==> src/rtl/wb_axi_pkg.sv <==
// Shared types and constants for the AXI4-Lite slave to Wishbone master bridge.
package wb_axi_pkg;

   typedef enum logic [2:0] {
      ST_IDLE   = 3'd0,
      ST_WB_WR  = 3'd1,
      ST_B_RESP = 3'd2,
      ST_WB_RD  = 3'd3,
      ST_R_RESP = 3'd4
   } state_e;

   localparam logic [1:0]  RESP_OKAY    = 2'b00;
   localparam logic [1:0]  RESP_SLVERR  = 2'b10;
   localparam logic [31:0] TIMEOUT_DATA = 32'hDEAD_BEEF;

   // Window translation: 32-bit add that wraps, no alignment check.
   function automatic logic [31:0] wb_addr(input logic [31:0] base, input logic [31:0] offs);
      return base + offs;
   endfunction

endpackage

==> src/rtl/axil_wb_master_if.sv <==
// Bus bundles used by the bridge: an AXI4-Lite link and a Wishbone classic link.
interface axil_if #(
   parameter int ADDR_W = 12,
   parameter int DATA_W = 32
);
   logic              awvalid;
   logic              awready;
   logic [ADDR_W-1:0] awaddr;
   logic              wvalid;
   logic              wready;
   logic [DATA_W-1:0] wdata;
   logic              bvalid;
   logic              bready;
   logic [1:0]        bresp;
   logic              arvalid;
   logic              arready;
   logic [ADDR_W-1:0] araddr;
   logic              rvalid;
   logic              rready;
   logic [DATA_W-1:0] rdata;
   logic [1:0]        rresp;

   modport master (
      output awvalid, awaddr, wvalid, wdata, bready, arvalid, araddr, rready,
      input  awready, wready, bvalid, bresp, arready, rvalid, rdata, rresp
   );
   modport slave (
      input  awvalid, awaddr, wvalid, wdata, bready, arvalid, araddr, rready,
      output awready, wready, bvalid, bresp, arready, rvalid, rdata, rresp
   );
endinterface

interface wb_if #(
   parameter int DATA_W = 32
);
   logic              wbm_cyc_o;
   logic              wbm_stb_o;
   logic              wbm_we_o;
   logic [3:0]        wbm_sel_o;
   logic [31:0]       wbm_adr_o;
   logic [DATA_W-1:0] wbm_dat_o;
   logic [DATA_W-1:0] wbm_dat_i;
   logic              wbm_ack_i;

   modport master (
      output wbm_cyc_o, wbm_stb_o, wbm_we_o, wbm_sel_o, wbm_adr_o, wbm_dat_o,
      input  wbm_dat_i, wbm_ack_i
   );
   modport slave (
      input  wbm_cyc_o, wbm_stb_o, wbm_we_o, wbm_sel_o, wbm_adr_o, wbm_dat_o,
      output wbm_dat_i, wbm_ack_i
   );
endinterface

==> src/rtl/wb_watchdog.sv <==
// Counts Wishbone cycles without acknowledge; flags the last allowed cycle.
module wb_watchdog #(
   parameter int TIMEOUT = 16
) (
   input  logic clk_i,
   input  logic rst_i,
   input  logic clr_i,
   input  logic en_i,
   input  logic ack_i,
   output logic expired_o
);
   localparam int CW = $clog2(TIMEOUT + 1);

   logic [CW-1:0] cnt_q;
   logic [CW-1:0] cnt_d;

   // The count equals the number of unacknowledged cycles so far, so the
   // flag is raised during the TIMEOUT-th cycle and the abort lands on its edge.
   assign expired_o = en_i && (cnt_q == CW'(TIMEOUT - 1));

   // Next count: clear outside a cycle, step on every cycle that lacks an ack.
   always_comb begin
      cnt_d = cnt_q;
      if (clr_i) begin
         cnt_d = '0;
      end else if (en_i && !ack_i && !expired_o) begin
         cnt_d = cnt_q + CW'(1);
      end else begin
         cnt_d = cnt_q;
      end
   end

   // Counter register with synchronous reset.
   always_ff @(posedge clk_i) begin
      if (rst_i) begin
         cnt_q <= '0;
      end else begin
         cnt_q <= cnt_d;
      end
   end
endmodule

==> src/rtl/axil_wb_master.sv <==
// AXI4-Lite slave to Wishbone classic master bridge, one transaction in flight.
module axil_wb_master #(
   parameter int          pADDR_WIDTH = 12,
   parameter int          pDATA_WIDTH = 32,
   parameter logic [31:0] BASE_ADDR   = 32'h3000_0000,
   parameter int          TIMEOUT     = 16
) (
   input  logic   wb_clk_i,
   input  logic   wb_rst_i,
   axil_if.slave  axi,
   wb_if.master   wb
);
   import wb_axi_pkg::*;

   state_e                 state_q, state_d;
   logic                   aw_held_q, aw_held_d;
   logic                   w_held_q, w_held_d;
   logic                   cyc_q, cyc_d;
   logic                   we_q, we_d;
   logic [3:0]             sel_q, sel_d;
   logic [31:0]            adr_q, adr_d;
   logic [pDATA_WIDTH-1:0] dat_q, dat_d;
   logic                   bvalid_q, bvalid_d;
   logic [1:0]             bresp_q, bresp_d;
   logic                   rvalid_q, rvalid_d;
   logic [pDATA_WIDTH-1:0] rdata_q, rdata_d;
   logic [1:0]             rresp_q, rresp_d;

   logic        idle_s, awready_s, wready_s, arready_s;
   logic        aw_hs_s, w_hs_s, ar_hs_s, ack_s, expired_s;
   logic [31:0] awaddr_ext_s, araddr_ext_s;

   // Readies are only offered in IDLE and stay low while reset is asserted.
   // Any pending or offered write blocks the read channel.
   assign idle_s    = (state_q == ST_IDLE) && !wb_rst_i;
   assign awready_s = idle_s && !aw_held_q;
   assign wready_s  = idle_s && !w_held_q;
   assign arready_s = idle_s && !(aw_held_q || w_held_q || axi.awvalid || axi.wvalid);
   assign aw_hs_s   = axi.awvalid && awready_s;
   assign w_hs_s    = axi.wvalid && wready_s;
   assign ar_hs_s   = axi.arvalid && arready_s;
   assign ack_s     = cyc_q && wb.wbm_ack_i;

   assign awaddr_ext_s = {{(32 - pADDR_WIDTH){1'b0}}, axi.awaddr};
   assign araddr_ext_s = {{(32 - pADDR_WIDTH){1'b0}}, axi.araddr};

   wb_watchdog #(.TIMEOUT(TIMEOUT)) u_watchdog (
      .clk_i     (wb_clk_i),
      .rst_i     (wb_rst_i),
      .clr_i     (state_q == ST_IDLE),
      .en_i      (cyc_q),
      .ack_i     (ack_s),
      .expired_o (expired_s)
   );

   assign axi.awready  = awready_s;
   assign axi.wready   = wready_s;
   assign axi.arready  = arready_s;
   assign axi.bvalid   = bvalid_q;
   assign axi.bresp    = bresp_q;
   assign axi.rvalid   = rvalid_q;
   assign axi.rdata    = rdata_q;
   assign axi.rresp    = rresp_q;
   assign wb.wbm_cyc_o = cyc_q;
   assign wb.wbm_stb_o = cyc_q;
   assign wb.wbm_we_o  = we_q;
   assign wb.wbm_sel_o = sel_q;
   assign wb.wbm_adr_o = adr_q;
   assign wb.wbm_dat_o = dat_q;

   // Next state and next output values; ack takes priority over the watchdog.
   always_comb begin
      state_d   = state_q;
      aw_held_d = aw_held_q;
      w_held_d  = w_held_q;
      cyc_d     = cyc_q;
      we_d      = we_q;
      sel_d     = sel_q;
      adr_d     = adr_q;
      dat_d     = dat_q;
      bvalid_d  = bvalid_q;
      bresp_d   = bresp_q;
      rvalid_d  = rvalid_q;
      rdata_d   = rdata_q;
      rresp_d   = rresp_q;
      case (state_q)
         ST_IDLE: begin
            // The address register doubles as the AW holding register.
            if (aw_hs_s) begin
               aw_held_d = 1'b1;
               adr_d     = wb_addr(BASE_ADDR, awaddr_ext_s);
            end else if (ar_hs_s) begin
               adr_d = wb_addr(BASE_ADDR, araddr_ext_s);
            end else begin
               adr_d = adr_q;
            end
            if (w_hs_s) begin
               w_held_d = 1'b1;
               dat_d    = axi.wdata;
            end else begin
               dat_d = dat_q;
            end
            if ((aw_held_q || aw_hs_s) && (w_held_q || w_hs_s)) begin
               state_d = ST_WB_WR;
               cyc_d   = 1'b1;
               we_d    = 1'b1;
               sel_d   = 4'hF;
            end else if (ar_hs_s) begin
               state_d = ST_WB_RD;
               cyc_d   = 1'b1;
               we_d    = 1'b0;
               sel_d   = 4'hF;
            end else begin
               state_d = ST_IDLE;
            end
         end
         ST_WB_WR: begin
            if (ack_s || expired_s) begin
               state_d  = ST_B_RESP;
               cyc_d    = 1'b0;
               we_d     = 1'b0;
               sel_d    = 4'h0;
               bvalid_d = 1'b1;
               bresp_d  = ack_s ? RESP_OKAY : RESP_SLVERR;
            end else begin
               state_d = ST_WB_WR;
            end
         end
         ST_WB_RD: begin
            if (ack_s) begin
               state_d  = ST_R_RESP;
               cyc_d    = 1'b0;
               sel_d    = 4'h0;
               rvalid_d = 1'b1;
               rdata_d  = wb.wbm_dat_i;
               rresp_d  = RESP_OKAY;
            end else if (expired_s) begin
               state_d  = ST_R_RESP;
               cyc_d    = 1'b0;
               sel_d    = 4'h0;
               rvalid_d = 1'b1;
               rdata_d  = TIMEOUT_DATA;
               rresp_d  = RESP_SLVERR;
            end else begin
               state_d = ST_WB_RD;
            end
         end
         ST_B_RESP: begin
            if (axi.bready) begin
               state_d   = ST_IDLE;
               bvalid_d  = 1'b0;
               aw_held_d = 1'b0;
               w_held_d  = 1'b0;
            end else begin
               state_d = ST_B_RESP;
            end
         end
         ST_R_RESP: begin
            if (axi.rready) begin
               state_d  = ST_IDLE;
               rvalid_d = 1'b0;
            end else begin
               state_d = ST_R_RESP;
            end
         end
         default: begin
            state_d   = ST_IDLE;
            aw_held_d = 1'b0;
            w_held_d  = 1'b0;
            cyc_d     = 1'b0;
            we_d      = 1'b0;
            sel_d     = 4'h0;
            bvalid_d  = 1'b0;
            rvalid_d  = 1'b0;
         end
      endcase
   end

   // State and output registers; reset drops any cycle without a response.
   always_ff @(posedge wb_clk_i) begin
      if (wb_rst_i) begin
         state_q   <= ST_IDLE;
         aw_held_q <= 1'b0;
         w_held_q  <= 1'b0;
         cyc_q     <= 1'b0;
         we_q      <= 1'b0;
         sel_q     <= 4'h0;
         adr_q     <= 32'h0;
         dat_q     <= '0;
         bvalid_q  <= 1'b0;
         bresp_q   <= RESP_OKAY;
         rvalid_q  <= 1'b0;
         rdata_q   <= '0;
         rresp_q   <= RESP_OKAY;
      end else begin
         state_q   <= state_d;
         aw_held_q <= aw_held_d;
         w_held_q  <= w_held_d;
         cyc_q     <= cyc_d;
         we_q      <= we_d;
         sel_q     <= sel_d;
         adr_q     <= adr_d;
         dat_q     <= dat_d;
         bvalid_q  <= bvalid_d;
         bresp_q   <= bresp_d;
         rvalid_q  <= rvalid_d;
         rdata_q   <= rdata_d;
         rresp_q   <= rresp_d;
      end
   end
endmodule

==> src/flat_wrapper.sv <==
// flat-port wrapper written by rule: the top's interface ports become plain ports
module axil_wb_master_flat import wb_axi_pkg::*;
#(
   parameter int          pADDR_WIDTH = 12,
   parameter int          pDATA_WIDTH = 32,
   parameter logic [31:0] BASE_ADDR   = 32'h3000_0000,
   parameter int          TIMEOUT     = 16
)
  (wb_clk_i, wb_rst_i, axi_awvalid, axi_awaddr, axi_wvalid, axi_wdata, axi_bready, axi_arvalid, axi_araddr, axi_rready, axi_awready, axi_wready, axi_bvalid, axi_bresp, axi_arready, axi_rvalid, axi_rdata, axi_rresp, wb_wbm_cyc_o, wb_wbm_stb_o, wb_wbm_we_o, wb_wbm_sel_o, wb_wbm_adr_o, wb_wbm_dat_o, wb_wbm_dat_i, wb_wbm_ack_i);
  axil_if #(.ADDR_W(12), .DATA_W(32)) axi_i ();
  wb_if #(.DATA_W(32)) wb_i ();
  input  logic wb_clk_i;
  input  logic wb_rst_i;
  input wire logic [$bits(axi_i.awvalid)-1:0] axi_awvalid;
  input wire logic [$bits(axi_i.awaddr)-1:0] axi_awaddr;
  input wire logic [$bits(axi_i.wvalid)-1:0] axi_wvalid;
  input wire logic [$bits(axi_i.wdata)-1:0] axi_wdata;
  input wire logic [$bits(axi_i.bready)-1:0] axi_bready;
  input wire logic [$bits(axi_i.arvalid)-1:0] axi_arvalid;
  input wire logic [$bits(axi_i.araddr)-1:0] axi_araddr;
  input wire logic [$bits(axi_i.rready)-1:0] axi_rready;
  output wire logic [$bits(axi_i.awready)-1:0] axi_awready;
  output wire logic [$bits(axi_i.wready)-1:0] axi_wready;
  output wire logic [$bits(axi_i.bvalid)-1:0] axi_bvalid;
  output wire logic [$bits(axi_i.bresp)-1:0] axi_bresp;
  output wire logic [$bits(axi_i.arready)-1:0] axi_arready;
  output wire logic [$bits(axi_i.rvalid)-1:0] axi_rvalid;
  output wire logic [$bits(axi_i.rdata)-1:0] axi_rdata;
  output wire logic [$bits(axi_i.rresp)-1:0] axi_rresp;
  output wire logic [$bits(wb_i.wbm_cyc_o)-1:0] wb_wbm_cyc_o;
  output wire logic [$bits(wb_i.wbm_stb_o)-1:0] wb_wbm_stb_o;
  output wire logic [$bits(wb_i.wbm_we_o)-1:0] wb_wbm_we_o;
  output wire logic [$bits(wb_i.wbm_sel_o)-1:0] wb_wbm_sel_o;
  output wire logic [$bits(wb_i.wbm_adr_o)-1:0] wb_wbm_adr_o;
  output wire logic [$bits(wb_i.wbm_dat_o)-1:0] wb_wbm_dat_o;
  input wire logic [$bits(wb_i.wbm_dat_i)-1:0] wb_wbm_dat_i;
  input wire logic [$bits(wb_i.wbm_ack_i)-1:0] wb_wbm_ack_i;
  assign axi_i.awvalid = axi_awvalid;
  assign axi_i.awaddr = axi_awaddr;
  assign axi_i.wvalid = axi_wvalid;
  assign axi_i.wdata = axi_wdata;
  assign axi_i.bready = axi_bready;
  assign axi_i.arvalid = axi_arvalid;
  assign axi_i.araddr = axi_araddr;
  assign axi_i.rready = axi_rready;
  assign axi_awready = axi_i.awready;
  assign axi_wready = axi_i.wready;
  assign axi_bvalid = axi_i.bvalid;
  assign axi_bresp = axi_i.bresp;
  assign axi_arready = axi_i.arready;
  assign axi_rvalid = axi_i.rvalid;
  assign axi_rdata = axi_i.rdata;
  assign axi_rresp = axi_i.rresp;
  assign wb_wbm_cyc_o = wb_i.wbm_cyc_o;
  assign wb_wbm_stb_o = wb_i.wbm_stb_o;
  assign wb_wbm_we_o = wb_i.wbm_we_o;
  assign wb_wbm_sel_o = wb_i.wbm_sel_o;
  assign wb_wbm_adr_o = wb_i.wbm_adr_o;
  assign wb_wbm_dat_o = wb_i.wbm_dat_o;
  assign wb_i.wbm_dat_i = wb_wbm_dat_i;
  assign wb_i.wbm_ack_i = wb_wbm_ack_i;
  axil_wb_master #(.pADDR_WIDTH(pADDR_WIDTH), .pDATA_WIDTH(pDATA_WIDTH), .BASE_ADDR(BASE_ADDR), .TIMEOUT(TIMEOUT)) u_core (.wb_clk_i(wb_clk_i), .wb_rst_i(wb_rst_i), .axi(axi_i), .wb(wb_i));
endmodule
==> config.mk <==
export PLATFORM = sky130hd
export DESIGN_NAME = axil_wb_master_flat
export DESIGN_NICKNAME = d
export VERILOG_FILES = /design/src/rtl/wb_axi_pkg.sv /design/src/rtl/axil_wb_master_if.sv /design/src/rtl/wb_watchdog.sv /design/src/rtl/axil_wb_master.sv /design/src/flat_wrapper.sv
export SDC_FILE = /design/constraint.sdc
export NUM_CORES = 1
export LEC_CHECK = 0
export CAP_MARGIN = 25
export CORE_MARGIN = 2
export CORE_UTILIZATION = 40
export CTS_BUF_LIST = sky130_fd_sc_hd__clkbuf_4 sky130_fd_sc_hd__clkbuf_8
export DETAILED_ROUTE_END_ITERATION = 10
export GPL_TIMING_DRIVEN = 1
export PLACE_DENSITY = 0.94
export SLEW_MARGIN = 20
export SYNTH_ARGS = -nofsm -noshare
export SYNTH_HDL_FRONTEND = slang
export SYNTH_HIERARCHICAL = 1
export SYNTH_SLANG_ARGS = --single-unit
==> constraint.sdc <==
create_clock -name wb_clk_i -period 2.45 [get_ports wb_clk_i]
set_input_delay 0.49 -clock wb_clk_i [delete_from_list [all_inputs] [get_ports wb_clk_i]]
set_output_delay 0.49 -clock wb_clk_i [all_outputs]
set_load 0.005 [all_outputs]
==> summary.txt <==
Switching Share: 27.1%
Synthesis Warnings: 6
CTS tree: built
synthesis-to-layout area growth: 53.9%
Cell Count Post-Placement: 705
gr usage total: 19.9%
crit share post-route: 94.8%
Post-DP HPWL: 7880 µm
Finish-stage setup viols: 0
Core Area: 9200 µm²
RePlAce Congestion: 0.838
Critical-path top delay cell: or4_4
highest-count cells in the layout ignoring fill and taps: 185 x clkdlybuf4s50_1, 93 x dfxtp_1, 67 x nand2_1, 59 x nor2_1, 39 x a21oi_1
logic gate share of total power: 20.9%
delay of the slowest critical-path stage: 0.56 ns
Tmin final: 2.32 ns
Cell Area, Synth: 3780 µm²
cell row count: 35
die width: 101 µm
min setup slack post-route: 0.128 ns
I/O Buffers: 187
P_sw: 0.878 mW
ys flop type: dfxtp_1
H-tree depth: 3
Filler Cells Inserted: 752
Reg power frac: 50.6%
RSZ-0062 raised after global routing: no
Clock power frac: 28.5%
final instance area: 5820 µm²
Vias/cell: 5.07
status: complete, no violations
routed via count: 3,653
max_cap viols: 0
layout cells sized above 1: 8.03%
TritonCTS Sinks: 93
WP data required: 1.96 ns
Initial Utilization: 41.1%
Synth area leaders: dfxtp_1 49%, nand2_1 6.6%, nor2_1 5.9%
Util after Layout: 63.3%
Routed WL: 10,400 µm
CP Cell Sequence: or4_4, nor2_1, clkdlybuf4s50_1
largest net degree at the start of global routing: 89
max-slew violation count: 0
number of synthesized flops with an enable pin: 0
die area: 10,200 µm²
DRT iter0 DRCs: 123
PwrDens: 556 nW/µm²
CTS Hold Bufs: 0
crit start category: flip-flop
Synth Area per Inst: 8.76 µm²
initial antenna violation count: 0
slew margin rel.: 38.1%
WP data arrival: 1.83 ns
top cell type's share of synthesized area: 49.2%
pre-CTS WS: -0.00336 ns
number of post-CTS setup repair buffers: 0
vias in the first global route: 3,694
Worst-Margin Slew: 0.929 ns
Worst setup EP type: output port
crit path kind: reg -> out
CP max FO: 4
DRC viols: 0
DRT antenna net count: 0
clk root buf: clkbuf_8
CTS max path bufs: 2
die height: 101 µm
cts repair resizes: 2
Layout Nets: 703
Leak: 2.15 nW
cell taking the most area after synthesis: dfxtp_1
most common cell after layout, fill and taps aside: clkdlybuf4s50_1
Yosys cell types: 44
Syn Inst Count: 432
Final Non-Filler Cells: 721
DP Area: 5650 µm²
Worst path top cell family by delay: simple AND/OR/NAND/NOR gates
highest clock rate: 431 MHz
#FFs+latches synth: 93
Diodes inserted: 0
HP Class: reg -> reg
Clock transition at path regs: 0.08 ns
Max Clock Skew: 0.0180 ns
I/O pin cnt: 208
VDD IR-drop max: 310 µV
number of CTS-inserted buffers: 9
final hold violations: 0
sequential share of the synthesized area: 49.2%
DR pass1 iterations: 4
CP bufs+invs: 1
Cell Int Power: 2.36 mW
Async SR Flop Fraction: 0%
Design Power: 3.24 mW
WL per Instance: 14.4 µm
clk_lat worst skew: 0.35 ns
total gr overflow: 0
first-pass GRT wire length: 16,500 µm
stage by stage:
step	setup TNS (ns)	hold slack, ns
floorplan	0	0.453
global placement	-0.0318	0.441
detailed placement	-0.00452	0.449
CTS	0	0.461
global route	0	0.481
finish	0	0.461
path summary, 6_finish.rpt:
kind	start	end	slack, ns	depth (start not counted)
max	u_core/state_q[2]$_SDFF_PP0_	axi_awready	0.13	3
min	u_core/wb.wbm_dat_o[15]$_SDFFE_PP0P_	u_core/wb.wbm_dat_o[15]$_SDFFE_PP0P_	0.46	2
max reg2reg	u_core/u_watchdog/cnt_q[0]$_SDFFE_PP0P_	u_core/axi.rdata[25]$_SDFFE_PP0P_	0.22	8
min reg2reg	u_core/wb.wbm_dat_o[15]$_SDFFE_PP0P_	u_core/wb.wbm_dat_o[15]$_SDFFE_PP0P_	0.46	2
worst reg2reg max path, cell delays in order, from the launching register on:
cell,delay (ns)
dfxtp_1,0.35
ha_1,0.21
and3_1,0.18
ha_1,0.22
and2_2,0.21
a21o_1,0.20
and3_2,0.39
o22ai_1,0.25
nor2_1,0.07
flip-flops by register name, summed over array words and instances (netlist names):
| name | cells |
|---|---|
| u_core/axi.rdata | 32 |
| u_core/wb.wbm_adr_o | 13 |
| u_core/wb.wbm_dat_o | 32 |
| u_core/w_held_q | 1 |
| u_core/axi.rvalid | 1 |
| u_core/axi.bvalid | 1 |
| u_core/axi.bresp | 1 |
| u_core/state_q | 3 |
| u_core/aw_held_q | 1 |
| u_core/axi.rresp | 1 |
| u_core/wb.wbm_sel_o | 1 |
| u_core/wb.wbm_we_o | 1 |
| u_core/u_watchdog/cnt_q | 5 |
layout make-up:
type | instances | area (µm²) | area share, %
Timing Repair Buffer | 200 | 1990 | 34.2
Clock buffer | 9 | 124 | 2.13
Tap cell | 111 | 139 | 2.39
Inverter | 5 | 18.8 | 0.322
Sequential cell | 93 | 1860 | 32.0
Clock inverter | 7 | 51.3 | 0.881
Multi-Input combinational cell | 296 | 1640 | 28.2
cell families after synthesis:
group | after synthesis | synth area share (%)
AND/OR/NAND/NOR | 160 | 18.9
AO/OA/AOI/OAI | 98 | 17.4
flip-flops | 93 | 49.2
buffers and inverters | 62 | 9.53
multiplexers | 14 | 3.74
adder cells (fa/ha/maj) | 2 | 0.661
XOR/XNOR | 2 | 0.463
other | 1 | 0.0991
power by group through the flow:
stage / Sequential (mW) / Combinational (mW) / Clock (mW)
6_report: 1.64 / 0.678 / 0.921
5_1_grt: 1.65 / 0.741 / 1.02
4_1_cts: 1.64 / 0.679 / 0.953
3_5_place_dp: 1.68 / 0.678 / 0
3_3_place_gp: 1.67 / 0.658 / 0
2_1_floorplan: 1.67 / 0.320 / 0
cell usage after synthesis (2+ instances only):
cell type and count:
a211oi_1 7, a211oi_2 7, a21oi_1 39, a22oi_1 9, a31oi_1 2, and3_1 3, buf_2 3, buf_4 27
buf_6 3, clkbuf_1 24, dfxtp_1 93, ha_1 2, inv_1 5, mux2i_1 13, nand2_1 67, nand3_1 4
nor2_1 59, nor2b_1 3, nor3_1 6, o21ai_0 3, o22ai_1 24, o311ai_0 2, or2_2 2, or3_1 3
or4_4 2, xnor2_1 2
routing by layer:
metal	GRT usage (%)	up-vias	wire, µm
met5	0	-	0
met4	6.96	0	189
met3	6.21	18	965
met2	35.8	166	5110
met1	22.1	1686	4140
li1	-	1783	-
(Power assumes the default switching activity.)
